`src/rtl/pgcntr_pkg.sv`:
```
// Purpose : shared constants, seek FSM states and slot decode for the absolute page counter.
// Latency : n/a (package only).
// Backpressure: n/a (package only).
//
// Contents: page-counter arithmetic constants, frame-slot positions,
// the seek state enum and the rotator-to-slot-index decoder.
package pgcntr_pkg;

    // Page counter arithmetic: mod-1531 counter, +522 per frame, 12-bit serial word.
    localparam int PG_MOD  = 1531;
    localparam int PG_STEP = 522;
    localparam int PG_BITS = 12;

    localparam logic [PG_BITS-1:0] PG_MOD_V = PG_BITS'(PG_MOD);

    // Frame slot positions within the 20-slot rotator.
    localparam int N_SLOTS   = 20;
    localparam int SLOT_W    = 5;
    localparam int SLOT_LSB0 = 0;
    localparam int SLOT_MSB  = 11;
    localparam int SLOT_EVAL = 12;
    localparam int SLOT_LAST = 19;

    // Width of the RUN frame counter (saturates at 2047).
    localparam int FCNT_W = 11;

    typedef logic [SLOT_W-1:0] slot_t;

    typedef enum logic [2:0] {
        IDLE  = 3'd0,
        CLEAR = 3'd1,
        RUN   = 3'd2,
        DONE  = 3'd3,
        ERR   = 3'd4
    } seek_state_e;

    // Active-low one-hot rotator to slot index. Returns all-ones (31) when
    // no slot is active so that it never aliases a real slot.
    function automatic slot_t slot_decode(input logic [N_SLOTS-1:0] rot_n);
        slot_t idx;
        idx = '1;
        for (int i = 0; i < N_SLOTS; i++) begin
            if (!rot_n[i]) begin
                idx = slot_t'(i);
            end
        end
        return idx;
    endfunction

endpackage

```
`src/rtl/mdl_pgseek_sercmp.sv`:
```
// Purpose : serial LSB-first comparator of the page-counter write-back against the seek target.
// Latency : mismatch flag settles one enable cycle after slot 11; hit strobe is combinational in slot 12.
// Backpressure: none; advances only on enabled clock cycles.
//
// Ports:
//   i_MCLK, i_RST   clock and synchronous active-high reset
//   i_en            clock enable (active-high, already decoded)
//   i_slot          current frame slot index
//   i_lsb           serial write-back bit, valid in slots 0..11
//   i_target        target page word
//   o_mismatch      accumulated mismatch flag for the current frame
//   o_hit           high during slot 12 when all 12 bits matched
module mdl_pgseek_sercmp
    import pgcntr_pkg::*;
(
    input  logic               i_MCLK,
    input  logic               i_RST,
    input  logic               i_en,
    input  slot_t              i_slot,
    input  logic               i_lsb,
    input  logic [PG_BITS-1:0] i_target,
    output logic               o_mismatch,
    output logic               o_hit
);

    logic mis_q;
    logic mis_d;
    logic bit_diff;
    logic in_word;

    always_comb begin
        in_word  = (i_slot <= slot_t'(SLOT_MSB));
        bit_diff = 1'b0;
        if (in_word) begin
            bit_diff = i_lsb ^ i_target[i_slot[3:0]];
        end

        mis_d = mis_q;
        if (i_en) begin
            // Slot 0 starts a fresh frame: the flag restarts from the first bit.
            if (i_slot == slot_t'(SLOT_LSB0)) begin
                mis_d = bit_diff;
            end else if (in_word) begin
                mis_d = mis_q | bit_diff;
            end
        end
    end

    // Reset to "mismatch" so a stray slot-12 after reset never reads as a hit.
    always_ff @(posedge i_MCLK) begin
        if (i_RST) begin
            mis_q <= 1'b1;
        end else begin
            mis_q <= mis_d;
        end
    end

    assign o_mismatch = mis_q;
    assign o_hit      = (i_slot == slot_t'(SLOT_EVAL)) & ~mis_q;

endmodule

```
`src/rtl/mdl_pgseek_ctrl.sv`:
```
// Purpose : seek sequencer; clears the absolute page counter, runs it, and stops it on the target page.
// Latency : accept at slot 19, one CLEAR frame, then n RUN frames; DONE/ERR visible one enable cycle after slot 12.
// Backpressure: level req/ack; REQ held until DONE/ERR, dropping REQ early aborts the seek.
//
// Ports:
//   i_MCLK, i_RST          master clock, synchronous active-high reset
//   i_CLK2M_PCEN_n         active-low clock enable; all state advances only when low
//   i_ROT20_n              active-low one-hot frame slot rotator (slots 0..19)
//   i_SEEK_REQ/PAGE        seek request level and 12-bit target page
//   i_ABSPGCNTR_LSB        counter write-back bit, LSB first in slots 0..11
//   o_ABSPGCNTR_CNT_START  one-enable-cycle pulse enabling the constant add
//   o_ABSPGCNTR_CNT_STOP   level disabling the constant add
//   o_ALD_nB_U             low forces the counter write-back to zero
//   o_SEEK_BUSY/DONE/ERR   seek status
//   o_FRAME_CNT            RUN frames elapsed in the current seek (saturating)
module mdl_pgseek_ctrl
    import pgcntr_pkg::*;
#(
    parameter int unsigned P_MAX_FRAMES = 1531
)
(
    input  logic               i_MCLK,
    input  logic               i_RST,
    input  logic               i_CLK2M_PCEN_n,
    input  logic [19:0]        i_ROT20_n,
    input  logic               i_SEEK_REQ,
    input  logic [11:0]        i_SEEK_PAGE,
    input  logic               i_ABSPGCNTR_LSB,
    output logic               o_ABSPGCNTR_CNT_START,
    output logic               o_ABSPGCNTR_CNT_STOP,
    output logic               o_ALD_nB_U,
    output logic               o_SEEK_BUSY,
    output logic               o_SEEK_DONE,
    output logic               o_SEEK_ERR,
    output logic [10:0]        o_FRAME_CNT
);

    logic  en;
    slot_t slot;

    seek_state_e        state_q, state_d;
    logic [PG_BITS-1:0] target_q, target_d;
    logic               start_q, start_d;
    logic               stop_q, stop_d;
    logic               ald_q, ald_d;
    logic               busy_q, busy_d;
    logic               done_q, done_d;
    logic               err_q, err_d;
    logic [FCNT_W-1:0]  frame_cnt_q, frame_cnt_d;
    logic [FCNT_W-1:0]  frame_inc;

    logic cmp_mismatch;
    logic cmp_hit;

    assign en   = ~i_CLK2M_PCEN_n;
    assign slot = slot_decode(i_ROT20_n);

    mdl_pgseek_sercmp u_sercmp (
        .i_MCLK     (i_MCLK),
        .i_RST      (i_RST),
        .i_en       (en),
        .i_slot     (slot),
        .i_lsb      (i_ABSPGCNTR_LSB),
        .i_target   (target_q),
        .o_mismatch (cmp_mismatch),
        .o_hit      (cmp_hit)
    );

    always_comb begin
        state_d     = state_q;
        target_d    = target_q;
        start_d     = start_q;
        stop_d      = stop_q;
        ald_d       = ald_q;
        busy_d      = busy_q;
        done_d      = done_q;
        err_d       = err_q;
        frame_cnt_d = frame_cnt_q;

        frame_inc = (frame_cnt_q == '1) ? frame_cnt_q : frame_cnt_q + 1'b1;

        if (en) begin
            // START is a single enable-cycle pulse; it only survives if re-armed below.
            start_d = 1'b0;

            unique case (state_q)
                IDLE: begin
                    if (slot == slot_t'(SLOT_LAST) && i_SEEK_REQ) begin
                        target_d    = i_SEEK_PAGE;
                        frame_cnt_d = '0;
                        if (i_SEEK_PAGE >= PG_MOD_V) begin
                            err_d   = 1'b1;
                            state_d = ERR;
                        end else begin
                            busy_d  = 1'b1;
                            ald_d   = 1'b0;
                            state_d = CLEAR;
                        end
                    end
                end

                CLEAR: begin
                    if (!i_SEEK_REQ) begin
                        start_d = 1'b0;
                        stop_d  = 1'b1;
                        ald_d   = 1'b1;
                        busy_d  = 1'b0;
                        state_d = IDLE;
                    end else if (slot == slot_t'(SLOT_LAST - 1) && target_q != '0) begin
                        // Registered outputs: arm START/drop STOP one slot early so
                        // the pulse lands exactly on the last CLEAR slot, while the
                        // write-back is still forced to zero. The first add then
                        // produces 522 for RUN frame 1.
                        start_d = 1'b1;
                        stop_d  = 1'b0;
                    end else if (slot == slot_t'(SLOT_LAST)) begin
                        ald_d = 1'b1;
                        if (target_q == '0) begin
                            done_d  = 1'b1;
                            busy_d  = 1'b0;
                            state_d = DONE;
                        end else begin
                            state_d = RUN;
                        end
                    end
                end

                RUN: begin
                    if (!i_SEEK_REQ) begin
                        stop_d  = 1'b1;
                        ald_d   = 1'b1;
                        busy_d  = 1'b0;
                        state_d = IDLE;
                    end else if (cmp_hit) begin
                        // STOP rises in slot 13, well before the next frame's add.
                        frame_cnt_d = frame_inc;
                        stop_d      = 1'b1;
                        done_d      = 1'b1;
                        busy_d      = 1'b0;
                        state_d     = DONE;
                    end else if (slot == slot_t'(SLOT_EVAL) && cmp_mismatch) begin
                        frame_cnt_d = frame_inc;
                        if (32'(frame_inc) >= P_MAX_FRAMES) begin
                            stop_d  = 1'b1;
                            err_d   = 1'b1;
                            busy_d  = 1'b0;
                            state_d = ERR;
                        end
                    end
                end

                DONE, ERR: begin
                    busy_d = 1'b0;
                    stop_d = 1'b1;
                    if (!i_SEEK_REQ) begin
                        done_d  = 1'b0;
                        err_d   = 1'b0;
                        state_d = IDLE;
                    end
                end

                default: begin
                    state_d = IDLE;
                    stop_d  = 1'b1;
                    ald_d   = 1'b1;
                    busy_d  = 1'b0;
                    done_d  = 1'b0;
                    err_d   = 1'b0;
                end
            endcase
        end
    end

    always_ff @(posedge i_MCLK) begin
        if (i_RST) begin
            state_q     <= IDLE;
            target_q    <= '0;
            start_q     <= 1'b0;
            stop_q      <= 1'b1;
            ald_q       <= 1'b1;
            busy_q      <= 1'b0;
            done_q      <= 1'b0;
            err_q       <= 1'b0;
            frame_cnt_q <= '0;
        end else begin
            state_q     <= state_d;
            target_q    <= target_d;
            start_q     <= start_d;
            stop_q      <= stop_d;
            ald_q       <= ald_d;
            busy_q      <= busy_d;
            done_q      <= done_d;
            err_q       <= err_d;
            frame_cnt_q <= frame_cnt_d;
        end
    end

    assign o_ABSPGCNTR_CNT_START = start_q;
    assign o_ABSPGCNTR_CNT_STOP  = stop_q;
    assign o_ALD_nB_U            = ald_q;
    assign o_SEEK_BUSY           = busy_q;
    assign o_SEEK_DONE           = done_q;
    assign o_SEEK_ERR            = err_q;
    assign o_FRAME_CNT           = frame_cnt_q;

endmodule
```
`config.mk`:
```
export PLATFORM = sky130hd
export DESIGN_NAME = mdl_pgseek_ctrl
export DESIGN_NICKNAME = d
export VERILOG_FILES = /design/src/rtl/pgcntr_pkg.sv /design/src/rtl/mdl_pgseek_sercmp.sv /design/src/rtl/mdl_pgseek_ctrl.sv
export SDC_FILE = /design/constraint.sdc
export NUM_CORES = 1
export LEC_CHECK = 0
export ABC_AREA = 1
export ABC_CLOCK_PERIOD_IN_PS = 6500
export BUFFER_PORTS_ARGS = -buffer_cell sky130_fd_sc_hd__buf_2
export CAP_MARGIN = 5
export CORE_AREA = 4 4 67 69
export DETAILED_ROUTE_END_ITERATION = 10
export DIE_AREA = 0 0 71 73
export PLACE_DENSITY = 0.91
export SLEW_MARGIN = 20
export SYNTH_ARGS = -nofsm -noshare
export SYNTH_HDL_FRONTEND = slang
export SYNTH_SLANG_ARGS = --single-unit
```
`constraint.sdc`:
```
create_clock -name i_MCLK -period 6.5 [get_ports i_MCLK]
set_input_delay 0.65 -clock i_MCLK [delete_from_list [all_inputs] [get_ports i_MCLK]]
set_output_delay 0.65 -clock i_MCLK [all_outputs]
set_load 0.01 [all_outputs]
```
==> results.tsv <==
stage	metric	value	unit
timing	Achievable Freq	373	MHz
cts	clk root buf	clkbuf_8	
timing	Max-slew headroom	0.622	
critical_path	Largest stage delay, worst path	0.44	ns
critical_path	crit path DAT	2.86	ns
critical_path	WP data required	6.67	ns
logic_synthesis	synth warn	0	
critical_path	crit path cell chain	ha_1 > nand3_2 > nor2_2 > nand3_1 > nor2_1 > nand2_1 > nor2_1 > nor3_1 > a21oi_1 > a41oi_1 > a21oi_1 > nand4_1 > nand2_2 > nand2_2 > o21ai_1 > a21oi_1	
finish	most common library cell in the layout ignoring fill and taps	nand2_1	
logic_synthesis	Syn Inst Count	344	
cts	CTS clk-pin slew, worst paths	0.07	ns
pwr	PwrDens	221	mW/mm2
pwr	maximum vdd drop	0.125	mV
timing	Fin Hold WS	0.449	ns
timing	max-slew violation count	0	
finish	Top reg by flops	target_q	
floorplan	Initial Util	0.564	
finish	commonest non-fill, non-tap cells in the layout	nand2_1 (69), buf_2 (53), inv_1 (38), nor2_1 (38), nand3_1 (35)	
logic_synthesis	synthesized area per cell	6.41	um2
logic_synthesis	top cells by area, synth	dfxtp_1 (30%), nand2_1 (12%), nand3_1 (7.9%)	
pwr	P_leak	1.20	nW
timing	RSZ-0062 raised after global routing	false	
cts	Post-CTS Setup Inserts	0	
route	mean routed wirelength per cell	12.5	um
finish	share of cells above drive strength 1	0.208	
finish	ANT cells	0	
floorplan	core area	0.00391	mm2
logic_synthesis	mapped cell area	0.00221	mm2
floorplan	IO Pins	54	
finish	area grow syn2layout	17.1	%
placed_design	Placed Area	0.00250	mm2
timing	Final min period	2.68	ns
timing	worst clock skew	0.00892	ns
logic_synthesis	Post-synth EDFFs	0	
critical_path	WS Path Type	flip-flop to flip-flop	
global_routing	initial antenna violation count	0	
logic_synthesis	top cell type's share of synthesized area	0.299	
worst_hold_path	HP Class	flip-flop to flip-flop	
cts	worst skew pair latency	0.29	ns
cts	number of buffers created by CTS	5	
cts	CTS tree	built	
logic_synthesis	Yosys top cell by area	dfxtp_1	
global_routing	largest net degree at the start of global routing	20	
finish	Non-Filler Instances	449	
run	maxcap violations	0	
run_status	status	complete, no violations	
global_routing	vias in the first global route	2359	
cts	htree depth	2	
critical_path	CP max-delay cell	dfxtp_1	
global_routing	first-pass GRT wire length	9700	um
timing	setup TNS	0	ns
timing	Fin. Hold Viols	0	
critical_path	startpoint types	flip-flop	
route	DR vias	2480	
floorplan	die height	73	um
finish	Largest register FFs	12	
cts	clock buffer depth	2	
placed_design	routability cong.	0.917	
route	drt via density	5.52	
route	Iteration-0 DRC Markers	186	
logic_synthesis	FFs w/ async S/R, synth	0	
route	final wirelength	5620	um
logic_synthesis	unique cell type count in the Yosys netlist	37	
finish	post-layout net count	436	
critical_path	Crit path top cell by count	a21oi_1	
route	DRC viols	0	
logic_synthesis	Synth Register Bits	33	
logic_synthesis	sequential area share after synthesis	0.299	
critical_path	CP bufs+invs	0	
cts	Hold Buf Count CTS	0	
floorplan	die width	71	um
critical_path	CP delay by family, top	simple AND/OR/NAND/NOR gates	
global_routing	remaining global-route overflow	0	
floorplan	die area	0.00518	mm2
critical_path	crit path max fanout	6	
timing	Final Cycle Share	0.413	
route	length of the first detailed-routing pass in iterations	4	
placed_design	DP Cell Count	441	
timing	Finish-stage setup viols	0	
timing	final worst slack	3.82	ns
cts	Post-CTS Resized	0	
cts	Clock Sinks	33	
logic_synthesis	Net Count, Synth	382	
floorplan	FP Rows	23	
critical_path	Worst Setup End Kind	flip-flop	
finish	final instance area	0.00258	mm2
timing	Slew @ Worst Pin	0.565	ns
route	ANT nets after route	0	
placed_design	IO Port Bufs	53	
global_routing	all-layer global routing usage	0.228	
placed_design	pre-CTS setup slack	3.76	ns
logic_synthesis	Most used DFF post-synth	dfxtp_1	
placed_design	hpwl dp	4340	um
-- cell families after synthesis --
group                      count (synthesis)  synth area share
xor gates and xnor gates                   6            0.0238
AOI/OAI and AO/OA                         78             0.209
adders and majority gates                  1           0.00567
muxes                                      1           0.00454
DFF                                       33             0.299
buffers and inverters                     49            0.0885
and+or+nand+nor                          176             0.369
-- worst register-to-register path, cell delays in order, from the launching register on --
cell and delay, ns:
dfxtp_1 0.44, ha_1 0.25, nand3_2 0.13, nor2_2 0.14
nand3_1 0.09, nor2_1 0.13, nand2_1 0.12, nor2_1 0.11
nor3_1 0.05, a21oi_1 0.23, a41oi_1 0.15, a21oi_1 0.13
nand4_1 0.15, nand2_2 0.16, nand2_2 0.10, o21ai_1 0.14
a21oi_1 0.05
-- cell usage after synthesis (5+ instances only) --
cell type and number:
dfxtp_1 33, nand2_2 7, o21ai_0 27, a21oi_1 32, nand3_1 35, nor3_1 8
nand4_1 9, xor2_1 5, nand2_1 69, inv_1 38, nor2_1 38
-- through the flow --
stage / utilization / power, mW
global placement: 0.639 / 0.415
finish: 0.660 / 0.571
CTS: 0.660 / 0.571
floorplan: - / 0.368
detailed placement: 0.639 / 0.421
global route: 0.660 / 0.610
-- final timing paths --
kind,end,depth (start not counted),start,slack (ns)
setup reg to reg,state_q[0],16,o_FRAME_CNT[1],3.82
hold reg to reg,o_ABSPGCNTR_CNT_STOP,2,o_ABSPGCNTR_CNT_STOP,0.45
setup / recovery,state_q[0],16,o_FRAME_CNT[1],3.82
hold / removal,o_ABSPGCNTR_CNT_STOP,2,o_ABSPGCNTR_CNT_STOP,0.45
-- layer usage --
metal,track usage,share of wire,vias up
met3,0.0468,0.072,9
met5,0,0,-
met1,0.274,0.44,1102
li1,-,-,1272
met2,0.393,0.48,97
met4,0.0981,0.015,0
-- power breakdown --
| part | total, mW | switching, mW | leakage (nW) | internal (mW) |
|---|---|---|---|---|
| logic | 0.179 | 0.115 | 0.881 | 0.0637 |
| clock network | 0.151 | 0.0769 | 0.0450 | 0.0742 |
| registers | 0.241 | 0.0174 | 0.270 | 0.224 |
| total | 0.571 | 0.210 | 1.20 | 0.362 |
-- area by class of cell --
| cell class | instances | area (um2) |
|---|---|---|
| inverter | 43 | 161 |
| tap | 50 | 62.6 |
| sequential | 33 | 661 |
| clock buffer | 6 | 72.6 |
| clock inverter | 2 | 10.0 |
| fill | 374 | 1330 |
| timing repair buffer | 53 | 265 |
| multi-input combinational | 262 | 1350 |
Note: power is estimated with default switching activity, not from simulation.
